--- src/rtl/bennett_pkg.sv ---
// Shared types for the Bennett clock receive-side phase monitor.
package bennett_pkg;

  typedef enum logic [2:0] {
    IDLE      = 3'd0,
    RAMP_UP   = 3'd1,
    PEAK      = 3'd2,
    RAMP_DOWN = 3'd3,
    ERROR     = 3'd4
  } state_t;

  typedef enum logic [2:0] {
    ERR_NONE     = 3'd0,
    ERR_RAIL     = 3'd1,
    ERR_NONTHERM = 3'd2,
    ERR_SKIP     = 3'd3,
    ERR_REVERSAL = 3'd4,
    ERR_TIMEOUT  = 3'd5,
    ERR_UNSTABLE = 3'd6
  } err_code_t;

endpackage

--- src/rtl/bennett_level_decode.sv ---
// Combinational decode of clkn/clkp rail pairs into an active-stage level
// plus rail-fault and non-thermometer flags.
module bennett_level_decode #(
  parameter int WIDTH = 2
) (
  input  logic [WIDTH-1:0]               clkn,
  input  logic [WIDTH-1:0]               clkp,
  output logic                           rail_fault,
  output logic                           non_therm,
  output logic [$clog2(WIDTH+1)-1:0]     level
);

  localparam int LW = $clog2(WIDTH + 1);

  logic [WIDTH-1:0] act;
  logic [WIDTH:0]   act_inc;

  always_comb begin
    act        = clkp & ~clkn;
    rail_fault = |(~(clkp ^ clkn));
    // A thermometer code (1<<k)-1 shares no set bit with itself plus one.
    act_inc    = {1'b0, act} + {{WIDTH{1'b0}}, 1'b1};
    non_therm  = |({1'b0, act} & act_inc);
    level      = '0;
    for (int unsigned i = 0; i < WIDTH; i++) begin
      level = level + LW'(act[i]);
    end
  end

endmodule

--- src/rtl/bennett_phase_monitor.sv ---
// Tracks the Bennett ramp-up/peak/ramp-down sequence, flags illegal phases,
// and hands off the datapath word captured at the peak once per legal cycle.
module bennett_phase_monitor
  import bennett_pkg::*;
#(
  parameter int WIDTH   = 2,
  parameter int DATA_W  = 16,
  parameter int TIMEOUT = 64
) (
  input  logic                       clk,
  input  logic                       reset,
  input  logic [WIDTH-1:0]           clkn,
  input  logic [WIDTH-1:0]           clkp,
  input  logic [DATA_W-1:0]          data_in,
  input  logic                       err_clr,
  output logic [DATA_W-1:0]          data_out,
  output logic                       data_valid,
  output logic [$clog2(WIDTH+1)-1:0] level,
  output logic [2:0]                 state,
  output logic                       err,
  output logic [2:0]                 err_code,
  output logic [15:0]                cycle_count
);

  localparam int LW       = $clog2(WIDTH + 1);
  localparam int HOLD_MAX = TIMEOUT + 1;
  localparam int HW       = $clog2(TIMEOUT + 2);

  state_t            state_q, state_d, nxt;
  err_code_t         err_code_q, err_code_d, code;
  logic              err_q, err_d;
  logic              valid_q, valid_d;
  logic [LW-1:0]     level_q, level_d, level_dec;
  logic [HW-1:0]     hold_q, hold_d;
  logic [DATA_W-1:0] shadow_q, shadow_d, data_out_q, data_out_d;
  logic [15:0]       count_q, count_d;
  logic              rail_fault, non_therm;
  logic              f_skip, f_rev, f_to, f_unst, complete;
  int                lvl, prv;

  bennett_level_decode #(.WIDTH(WIDTH)) u_decode (
    .clkn       (clkn),
    .clkp       (clkp),
    .rail_fault (rail_fault),
    .non_therm  (non_therm),
    .level      (level_dec)
  );

  always_comb begin
    state_d    = state_q;
    err_d      = err_q;
    err_code_d = err_code_q;
    shadow_d   = shadow_q;
    data_out_d = data_out_q;
    valid_d    = 1'b0;
    count_d    = count_q;
    level_d    = level_dec;
    nxt        = state_q;
    f_skip     = 1'b0;
    f_rev      = 1'b0;
    f_unst     = 1'b0;
    complete   = 1'b0;
    code       = ERR_NONE;
    lvl        = int'(level_dec);
    prv        = int'(level_q);

    if (level_dec != level_q)                hold_d = '0;
    else if (hold_q == HW'(HOLD_MAX))        hold_d = hold_q;
    else                                     hold_d = hold_q + 1'b1;
    f_to = (state_q != ERROR) && (lvl != 0) && (hold_d == HW'(HOLD_MAX));

    case (state_q)
      IDLE: begin
        if (lvl == 1)      nxt = (WIDTH == 1) ? PEAK : RAMP_UP;
        else if (lvl != 0) f_skip = 1'b1;
      end
      RAMP_UP: begin
        if (lvl == prv + 1)      nxt = (lvl == WIDTH) ? PEAK : RAMP_UP;
        else if (lvl + 1 == prv) f_rev = 1'b1;
        else if (lvl != prv)     f_skip = 1'b1;
      end
      PEAK: begin
        f_unst = (data_in != shadow_q);
        if (lvl == WIDTH - 1) begin
          nxt      = (WIDTH == 1) ? IDLE : RAMP_DOWN;
          complete = (WIDTH == 1);
        end else if (lvl != WIDTH) begin
          f_skip = 1'b1;
        end
      end
      RAMP_DOWN: begin
        if (lvl + 1 == prv) begin
          nxt      = (lvl == 0) ? IDLE : RAMP_DOWN;
          complete = (lvl == 0);
        end else if (lvl == prv + 1) begin
          f_rev = 1'b1;
        end else if (lvl != prv) begin
          f_skip = 1'b1;
        end
      end
      ERROR:   nxt = err_clr ? IDLE : ERROR;
      default: nxt = ERROR;
    endcase

    if (rail_fault)     code = ERR_RAIL;
    else if (non_therm) code = ERR_NONTHERM;
    else if (f_skip)    code = ERR_SKIP;
    else if (f_rev)     code = ERR_REVERSAL;
    else if (f_to)      code = ERR_TIMEOUT;
    else if (f_unst)    code = ERR_UNSTABLE;

    if (code != ERR_NONE) begin
      state_d = ERROR;
      err_d   = 1'b1;
      if (!err_q) err_code_d = code;
    end else begin
      state_d = nxt;
      if (nxt == PEAK && state_q != PEAK) shadow_d = data_in;
      if (complete) begin
        data_out_d = shadow_q;
        valid_d    = 1'b1;
        count_d    = count_q + 16'd1;
      end
      if (state_q == ERROR && nxt == IDLE) begin
        err_d      = 1'b0;
        err_code_d = ERR_NONE;
      end
    end
  end

  always_ff @(posedge clk or posedge reset) begin
    if (reset) begin
      state_q    <= IDLE;
      err_q      <= 1'b0;
      err_code_q <= ERR_NONE;
      valid_q    <= 1'b0;
      level_q    <= '0;
      hold_q     <= '0;
      shadow_q   <= '0;
      data_out_q <= '0;
      count_q    <= '0;
    end else begin
      state_q    <= state_d;
      err_q      <= err_d;
      err_code_q <= err_code_d;
      valid_q    <= valid_d;
      level_q    <= level_d;
      hold_q     <= hold_d;
      shadow_q   <= shadow_d;
      data_out_q <= data_out_d;
      count_q    <= count_d;
    end
  end

  assign data_out    = data_out_q;
  assign data_valid  = valid_q;
  assign level       = level_q;
  assign state       = state_q;
  assign err         = err_q;
  assign err_code    = err_code_q;
  assign cycle_count = count_q;

endmodule
--- config.mk ---
export PLATFORM = sky130hd
export DESIGN_NAME = bennett_phase_monitor
export DESIGN_NICKNAME = d
export VERILOG_FILES = /design/src/rtl/bennett_pkg.sv /design/src/rtl/bennett_level_decode.sv /design/src/rtl/bennett_phase_monitor.sv
export SDC_FILE = /design/constraint.sdc
export NUM_CORES = 1
export LEC_CHECK = 0
export CAP_MARGIN = 20
export CORE_MARGIN = 8
export CORE_UTILIZATION = 28
export CTS_CLUSTER_SIZE = 30
export DETAILED_ROUTE_END_ITERATION = 6
export GPL_TIMING_DRIVEN = 0
export PLACE_DENSITY = 0.51
export SLEW_MARGIN = 20
export SYNTH_ARGS = -nofsm -noshare
export SYNTH_HDL_FRONTEND = slang
export SYNTH_HIERARCHICAL = 1
export SYNTH_SLANG_ARGS = --single-unit
export TNS_END_PERCENT = 10
--- constraint.sdc ---
create_clock -name clk -period 3.65 [get_ports clk]
set_clock_uncertainty 0.2 [all_clocks]
set_input_delay 0.73 -clock clk [delete_from_list [all_inputs] [get_ports clk]]
set_output_delay 0.73 -clock clk [all_outputs]
set_load 0.02 [all_outputs]
==> results of run 1 <==
## through the flow
step,TNS [ns],utilization [%],area (sq um),worst slack (ns)
floorplan,-1.38,-,3340,-0.124
global placement,-65.44,36.6,4160,-1.17
detailed placement,-56.16,36.8,4190,-1.26
CTS,-0.731,41.3,4700,-0.0611
global route,-0.484,41.5,4720,-0.0383
finish,0,41.5,4720,0.0560
## synth_stat cells
cell       instances  share of area, %
dfrtp_1           65                50
xor2_1            23               6.2
mux2_2            21               7.3
nor2_1            20               2.3
xnor2_1           18               4.8
nand3_1           14               2.2
ha_1              12               4.6
mux2_4            10               4.6
inv_1              9               1.0
nand2_1            9               1.0
a21oi_1            8               1.2
nand4_1            7               1.3
clkbuf_1           6              0.69
mux2_1             6               2.1
and3_1             5              0.96
nor4_1             5              0.96
nor3_1             4              0.61
a21o_1             3              0.69
and2_1             3              0.58
o21ai_0            3              0.46
mux2i_1            2              0.61
nand2b_1           2              0.38
nor3_2             2              0.61
a2111oi_4          1              0.85
a31oi_1            1              0.19
and4_1             1              0.27
buf_2              1              0.15
buf_4              1              0.23
buf_6              1              0.35
nand3b_1           1              0.23
nand4_4            1              0.65
nor2b_1            1              0.19
nor3b_1            1              0.23
nor4b_1            1              0.27
o2111ai_1          1              0.27
o21bai_1           1              0.23
o31ai_1            1              0.23
or2_1              1              0.19
or4_1              1              0.23
## power by group
group          internal [W]  switching (W)  total (W)
Combinational      0.000119       0.000131   0.000250
Sequential         0.000740      0.0000259   0.000766
Clock              0.000545       0.000311   0.000856
## path summary, 6_finish.rpt
path | endpoint | slack (ns) | depth (start not counted)
setup / recovery | shadow_q[1]$_DFFE_PP0P_ | 0.06 | 15
hold / removal | cycle_count[15]$_DFFE_PP0P_ | 0.28 | 1
setup reg to reg | shadow_q[1]$_DFFE_PP0P_ | 0.47 | 9
hold reg to reg | cycle_count[15]$_DFFE_PP0P_ | 0.28 | 1
max in group asynchronous | shadow_q[11]$_DFFE_PP0P_ | 2.20 | 3
min in group asynchronous | err_code[1]$_DFFE_PP0P_ | 0.53 | 2
## layer usage
metal | GRT usage, % | up-vias
li1 | - | 1134
met1 | 13.4 | 1151
met2 | 17.9 | 45
met3 | 2.90 | 6
met4 | 4.51 | 0
met5 | 0 | -
## logic make-up (layout without fill, tap and decap cells)
family | after synthesis | in the layout | share of synthesized area [%]
flip-flops | 65 | 65 | 50.0
multiplexers | 39 | 39 | 14.6
AND/OR/NAND/NOR | 79 | 79 | 13.2
XOR/XNOR | 41 | 41 | 11.0
buffers and inverters | 18 | 112 | 2.46
AO/OA/AOI/OAI | 19 | 19 | 4.15
adder cells (fa/ha/maj) | 12 | 12 | 4.61
## final cells by class
class                      instances  area (sq um)
timing repair buffer              80           825
buffer                             7          45.0
multi-input combinational        190          1690
inverter                           9          53.8
clock buffer                      11           243
sequential                        65          1630
tap                              143           179
clock inverter                     5          55.1
fill                            1075          6650
## state kept, by name, summed over array words and instances (netlist names)
| name | count |
|---|---|
| err_code | 3 |
| cycle_count | 16 |
| level | 2 |
| state | 3 |
| err | 1 |
| shadow_q | 16 |
| data_out | 16 |
| data_valid | 1 |
| hold_q | 7 |
## timing repair
| item | CTS | global route |
|---|---|---|
| gates cloned | 1 | 0 |
| setup endpoints to repair | 51 | 39 |
| hold buffers | 0 | 0 |
| setup buffers | 13 | 1 |
| gates resized for setup | 44 | 2 |
| pin swaps | 10 | 3 |
## worst register-to-register path, delay by kind of cell (launching register included)
kind                     cells  cell delay (ns)
adder cells (fa/ha/maj)      1             0.33
AND/OR/NAND/NOR              4             1.11
AO/OA/AOI/OAI                1             0.32
XOR/XNOR                     1             0.17
buffers and inverters        1             0.19
multiplexers                 1             0.29
flip-flops                   1             0.45
==> impl_metrics.json, run 1 <==
{
  "status": "finished, final reports clean",
  "layout_worst_path_cycle_share_pct": 98.5,
  "route.met3.wl_microns": 386,
  "floorplan.die_area_sq_um": 15300,
  "placement_row_count": 39,
  "mostFrequentLayoutCells": "65 x dfrtp_1, 60 x clkdlybuf4s50_1, 22 x xor2_1",
  "grt_antenna_before_repair": 0,
  "critical_path.cell_chain": "buf_8 > inv_8 > ha_4 > ha_4 > inv_4 > ha_4 > xor2_2 > nor3_4 > buf_4 > nor3b_1 > nor2_2 > nand4_4 > or4_4 > buf_12 > mux2_4",
  "routed_wl_mm": 7.77,
  "drt-met1-wl_mm": 3.41,
  "hold_viol": 0,
  "leakage_nw": 2.14,
  "place_hpwl_mm": 5.53,
  "cts.reportedPaths.clkPinSlew_ns": 0.05,
  "share_of_the_yosys_chip_area_belonging_to_registers_pct": 50.0,
  "tritoncts": "yes",
  "syn_area_per_cell_sq_um": 11.9,
  "worst_ir_drop_vdd_mv": 0.155,
  "cts_inserted_buffers": 9,
  "total_power_w": 0.00187,
  "critPathBufInv": 5,
  "drt-wirelength-per-cell_microns": 15.2,
  "dr_wl_met2_mm": 3.87,
  "vias_per_cell": 4.58,
  "highest_layer": "met4",
  "cp_slowest_stage_delay_ns": 0.56,
  "fin_crit_ns": 3.59,
  "chipHeight_microns": 124,
  "synthToLayoutAreaGrowth_pct": 44.9,
  "cts.root.buffer_cell": "clkbuf_16",
  "ctsLongestPathBuffers": 2,
  "fin_cells": 510,
  "global_route_overflow": 0,
  "worst_skew_late_latency_ns": 0.32,
  "setup-violations-final": 0,
  "chip_width_microns": 124,
  "post_synth_inst_count": 273,
  "drtAntennaViolNets": 0,
  "route.vias.total": 2336,
  "worstSetupPathType": "in2reg",
  "max_clock_freq_mhz": 278,
  "track_usage_pct": 10.9,
  "cpMaxStageDelayCell": "or4_4",
  "r2r_start": "level[0]$_DFF_PP0_",
  "critical_path.startpoint": "clkn[1]",
  "cts_htree_levels": 3,
  "cap_viol_max_count": 0,
  "worstSetupStartpointType": "primary input",
  "first_iter_violations": 76,
  "final_max_slew_viol_count": 0,
  "cts.sinks": 65,
  "post-place-cells": 481,
  "power_per_cell_area_nw_per_um2": 397,
  "worst_hold_path_class": "reg2reg",
  "post_synth_num_cell_types": 39,
  "worstPathRequired_ns": 3.65,
  "grt_first_pass_wirelength_mm": 13.0,
  "finish.net_count": 397,
  "fin_worst_hold_slack_ns": 0.277,
  "maxSlewHeadroom_pct": 71.5,
  "route.detailed.drc": 0,
  "worst_setup_path_end_kind": "flip-flop",
  "routability_congestion_estimate_from_global_placement": 0.797,
  "port_buffers": 64,
  "mappedNetlistNets": 308,
  "layout-drive-gt1-share_pct": 25.6,
  "critical_path.top_delay_family": "simple AND/OR/NAND/NOR gates",
  "worstPathArrival_ns": 3.60,
  "antenna_fix_cells": 0,
  "number_of_warnings_printed_during_yosys_synthesis": 6,
  "detailedRoute.firstPassIterationCount": 4,
  "mostFrequentLayoutCell": "dfrtp_1",
  "grt_pass1_vias": 2571,
  "core_area_sq_um": 11400,
  "ys_seq_elements": 65,
  "worstHoldStart": "cycle_count[15]$_DFFE_PP0P_",
  "rsz0062_at_grt": "true",
  "critical_path_peak_fanout": 7,
  "largest_net_degree_at_the_start_of_global_routing": 43,
  "synthesis.area_sq_um": 3260,
  "crit_path_frequent_cell": "ha_4",
  "worst_slew_pin_slew_ns": 0.427,
  "floorplan.initialDensity_pct": 28.6,
  "io_pins": 65
}
(Power assumes the default switching activity.)
==> run 2, diff against run 1 <==
Settings changed: DONT_BUFFER_PORTS set to 1, PLACE_DENSITY 0.51 to 0.43.
==> run 2 against run 1 <==
- global-route usage shrank 0.79 points
- sequential power grew 1%
- die area is the same
- total power shrank 2.1%
- critical path type unchanged
- largest power group unchanged
==> impl_metrics.json, run 2 (synthesis gave the netlist of run 1 again) <==
{
  "layout-drive-gt1-share_pct": 24.8,
  "routability_congestion_estimate_from_global_placement": 0.777,
  "worstPathRequired_ns": 3.66,
  "num-fill-cells": 1135,
  "place_hpwl_mm": 5.39,
  "finish.net_count": 325,
  "max_clock_freq_mhz": 281,
  "chipHeight_microns": 124,
  "routed_wl_mm": 7.39,
  "critPathBufInv": 4,
  "grt_antenna_before_repair": 0,
  "worstSetupStartpointType": "primary input",
  "path_depth": 14,
  "track_usage_pct": 10.1,
  "cts.reportedPaths.clkPinSlew_ns": 0.05,
  "worstPathArrival_ns": 3.57,
  "chip_width_microns": 124,
  "final_max_slew_viol_count": 0,
  "worst_skew_late_latency_ns": 0.32,
  "detailedRoute.firstPassIterationCount": 4,
  "tritoncts": "yes",
  "cts_hold_buffers": 0,
  "crit_path_frequent_cell": "ha_4",
  "critical_path.cell_chain": "inv_8 > ha_4 > ha_4 > inv_4 > ha_4 > xor2_1 > nor3_4 > nor4_2 > a2111oi_4 > nand4_4 > or4_1 > buf_6 > buf_8 > mux2_4",
  "cts_htree_levels": 3,
  "grt_pass1_vias": 2127,
  "cts.root.buffer_cell": "clkbuf_16",
  "highest_layer": "met4",
  "status": "finished, final reports clean",
  "layout_worst_path_cycle_share_pct": 97.5,
  "worst_slew_pin_slew_ns": 0.451,
  "route.met3.wl_microns": 712,
  "drt-wirelength-per-cell_microns": 16.9,
  "cts_inserted_buffers": 9,
  "total_power_w": 0.00183,
  "ctsLongestPathBuffers": 2,
  "floorplan.initialDensity_pct": 28.6,
  "power_per_cell_area_nw_per_um2": 467,
  "critical_path_peak_fanout": 10,
  "route.detailed.drc": 0,
  "mostFrequentLayoutCells": "65 x dfrtp_1, 23 x xor2_1, 21 x mux2_2",
  "leakage_nw": 1.83,
  "worstSetupPathType": "in2reg",
  "antenna_fix_cells": 0,
  "maxSlewHeadroom_pct": 69.7,
  "drt-met1-wl_mm": 3.14,
  "setup-violations-final": 0,
  "vias_per_cell": 4.73,
  "synthToLayoutAreaGrowth_pct": 20.4,
  "port_buffers": 0,
  "worst_ir_drop_vdd_mv": 0.253,
  "drtAntennaViolNets": 0,
  "fin_crit_ns": 3.56,
  "critical_path.top_delay_family": "simple AND/OR/NAND/NOR gates",
  "cp_slowest_stage_delay_ns": 0.44,
  "floorplan.die_area_sq_um": 15300,
  "worst_hold_path_class": "in2async",
  "placement_row_count": 39,
  "first_iter_violations": 50,
  "worst_setup_path_end_kind": "flip-flop",
  "rsz0062_at_grt": "true",
  "io_pins": 65,
  "mostFrequentLayoutCell": "dfrtp_1",
  "setup_tns_ns": 0,
  "core_area_sq_um": 11400,
  "cpMaxStageDelayCell": "or4_1",
  "largest_net_degree_at_the_start_of_global_routing": 46,
  "dr_wl_met2_mm": 3.39,
  "route.vias.total": 2069,
  "grt_first_pass_wirelength_mm": 11.6,
  "cap_viol_max_count": 0,
  "global_route_overflow": 0,
  "cts.sinks": 65,
  "rr_worst_depth": 10,
  "hold_viol": 0
}
run 2: path summary, 6_finish.rpt:
check	startpoint	to	slack, ns
setup / recovery	clkn[1]	shadow_q[15]$_DFFE_PP0P_	0.09
hold / removal	reset	err_code[2]$_DFFE_PP0P_	0.04
setup reg to reg	level[1]$_DFF_PP0_	shadow_q[15]$_DFFE_PP0P_	0.32
hold reg to reg	shadow_q[10]$_DFFE_PP0P_	shadow_q[10]$_DFFE_PP0P_	0.33
max in group asynchronous	reset	shadow_q[6]$_DFFE_PP0P_	2.69
min in group clk	shadow_q[10]$_DFFE_PP0P_	shadow_q[10]$_DFFE_PP0P_	0.33
run 2: through the flow:
| stage | setup WS, ns | std cells | area, sq um | hold slack (ns) | utilization, % |
|---|---|---|---|---|---|
| 5_1_grt | -0.0625 | 437 | 3920 | 0.0553 | 34.5 |
| 3_5_place_dp | -0.626 | 417 | 3550 | 0.324 | 31.2 |
| 3_3_place_gp | -0.612 | 416 | 3520 | 0.318 | 30.9 |
| 2_1_floorplan | -0.124 | 273 | 3340 | 0.301 | - |
| 4_1_cts | -0.0905 | 431 | 3860 | 0.0332 | 33.9 |
| 6_report | 0.0921 | 437 | 3920 | 0.0360 | 34.5 |
run 2: routing by layer:
layer / vias up / GRT usage [%]
met5: - / 0
met4: 0 / 5.19
met3: 11 / 4.44
met2: 51 / 15.5
met1: 1016 / 11.8
li1: 991 / -
run 2: final cells by class:
| cell class | instances | area, sq um | area share (%) |
|---|---|---|---|
| Tap cell | 143 | 179 | 4.56 |
| Inverter | 9 | 53.8 | 1.37 |
| Clock buffer | 11 | 253 | 6.45 |
| Sequential cell | 65 | 1630 | 41.5 |
| Multi-Input combinational cell | 190 | 1630 | 41.6 |
| Buffer | 8 | 51.3 | 1.31 |
| Timing Repair Buffer | 7 | 72.6 | 1.85 |
| Clock inverter | 4 | 52.6 | 1.34 |
run 2: repair_timing:
action	CTS	global route
endpoints found under the setup margin	42	31
buffers inserted	0	6
pin swaps	0	4
gates cloned	0	0
gates resized for setup	3	3
run 2: worst register-to-register path, cell delays in order, from the launching register on:
cell       delay [ns]
dfrtp_1          0.54
ha_1             0.31
xor2_1           0.17
nor3_4           0.26
nor4_2           0.12
a2111oi_4        0.39
nand4_4          0.15
or4_1            0.44
buf_6            0.16
buf_8            0.16
mux2_4           0.30
run 2: report_power, final:
| group | internal, W | leakage [nW] | switching (W) | total (W) |
|---|---|---|---|---|
| registers | 0.000740 | 0.886 | 0.0000375 | 0.000777 |
| logic | 0.0000830 | 0.802 | 0.000101 | 0.000184 |
| clock network | 0.000561 | 0.140 | 0.000310 | 0.000871 |
| total | 0.00138 | 1.83 | 0.000448 | 0.00183 |
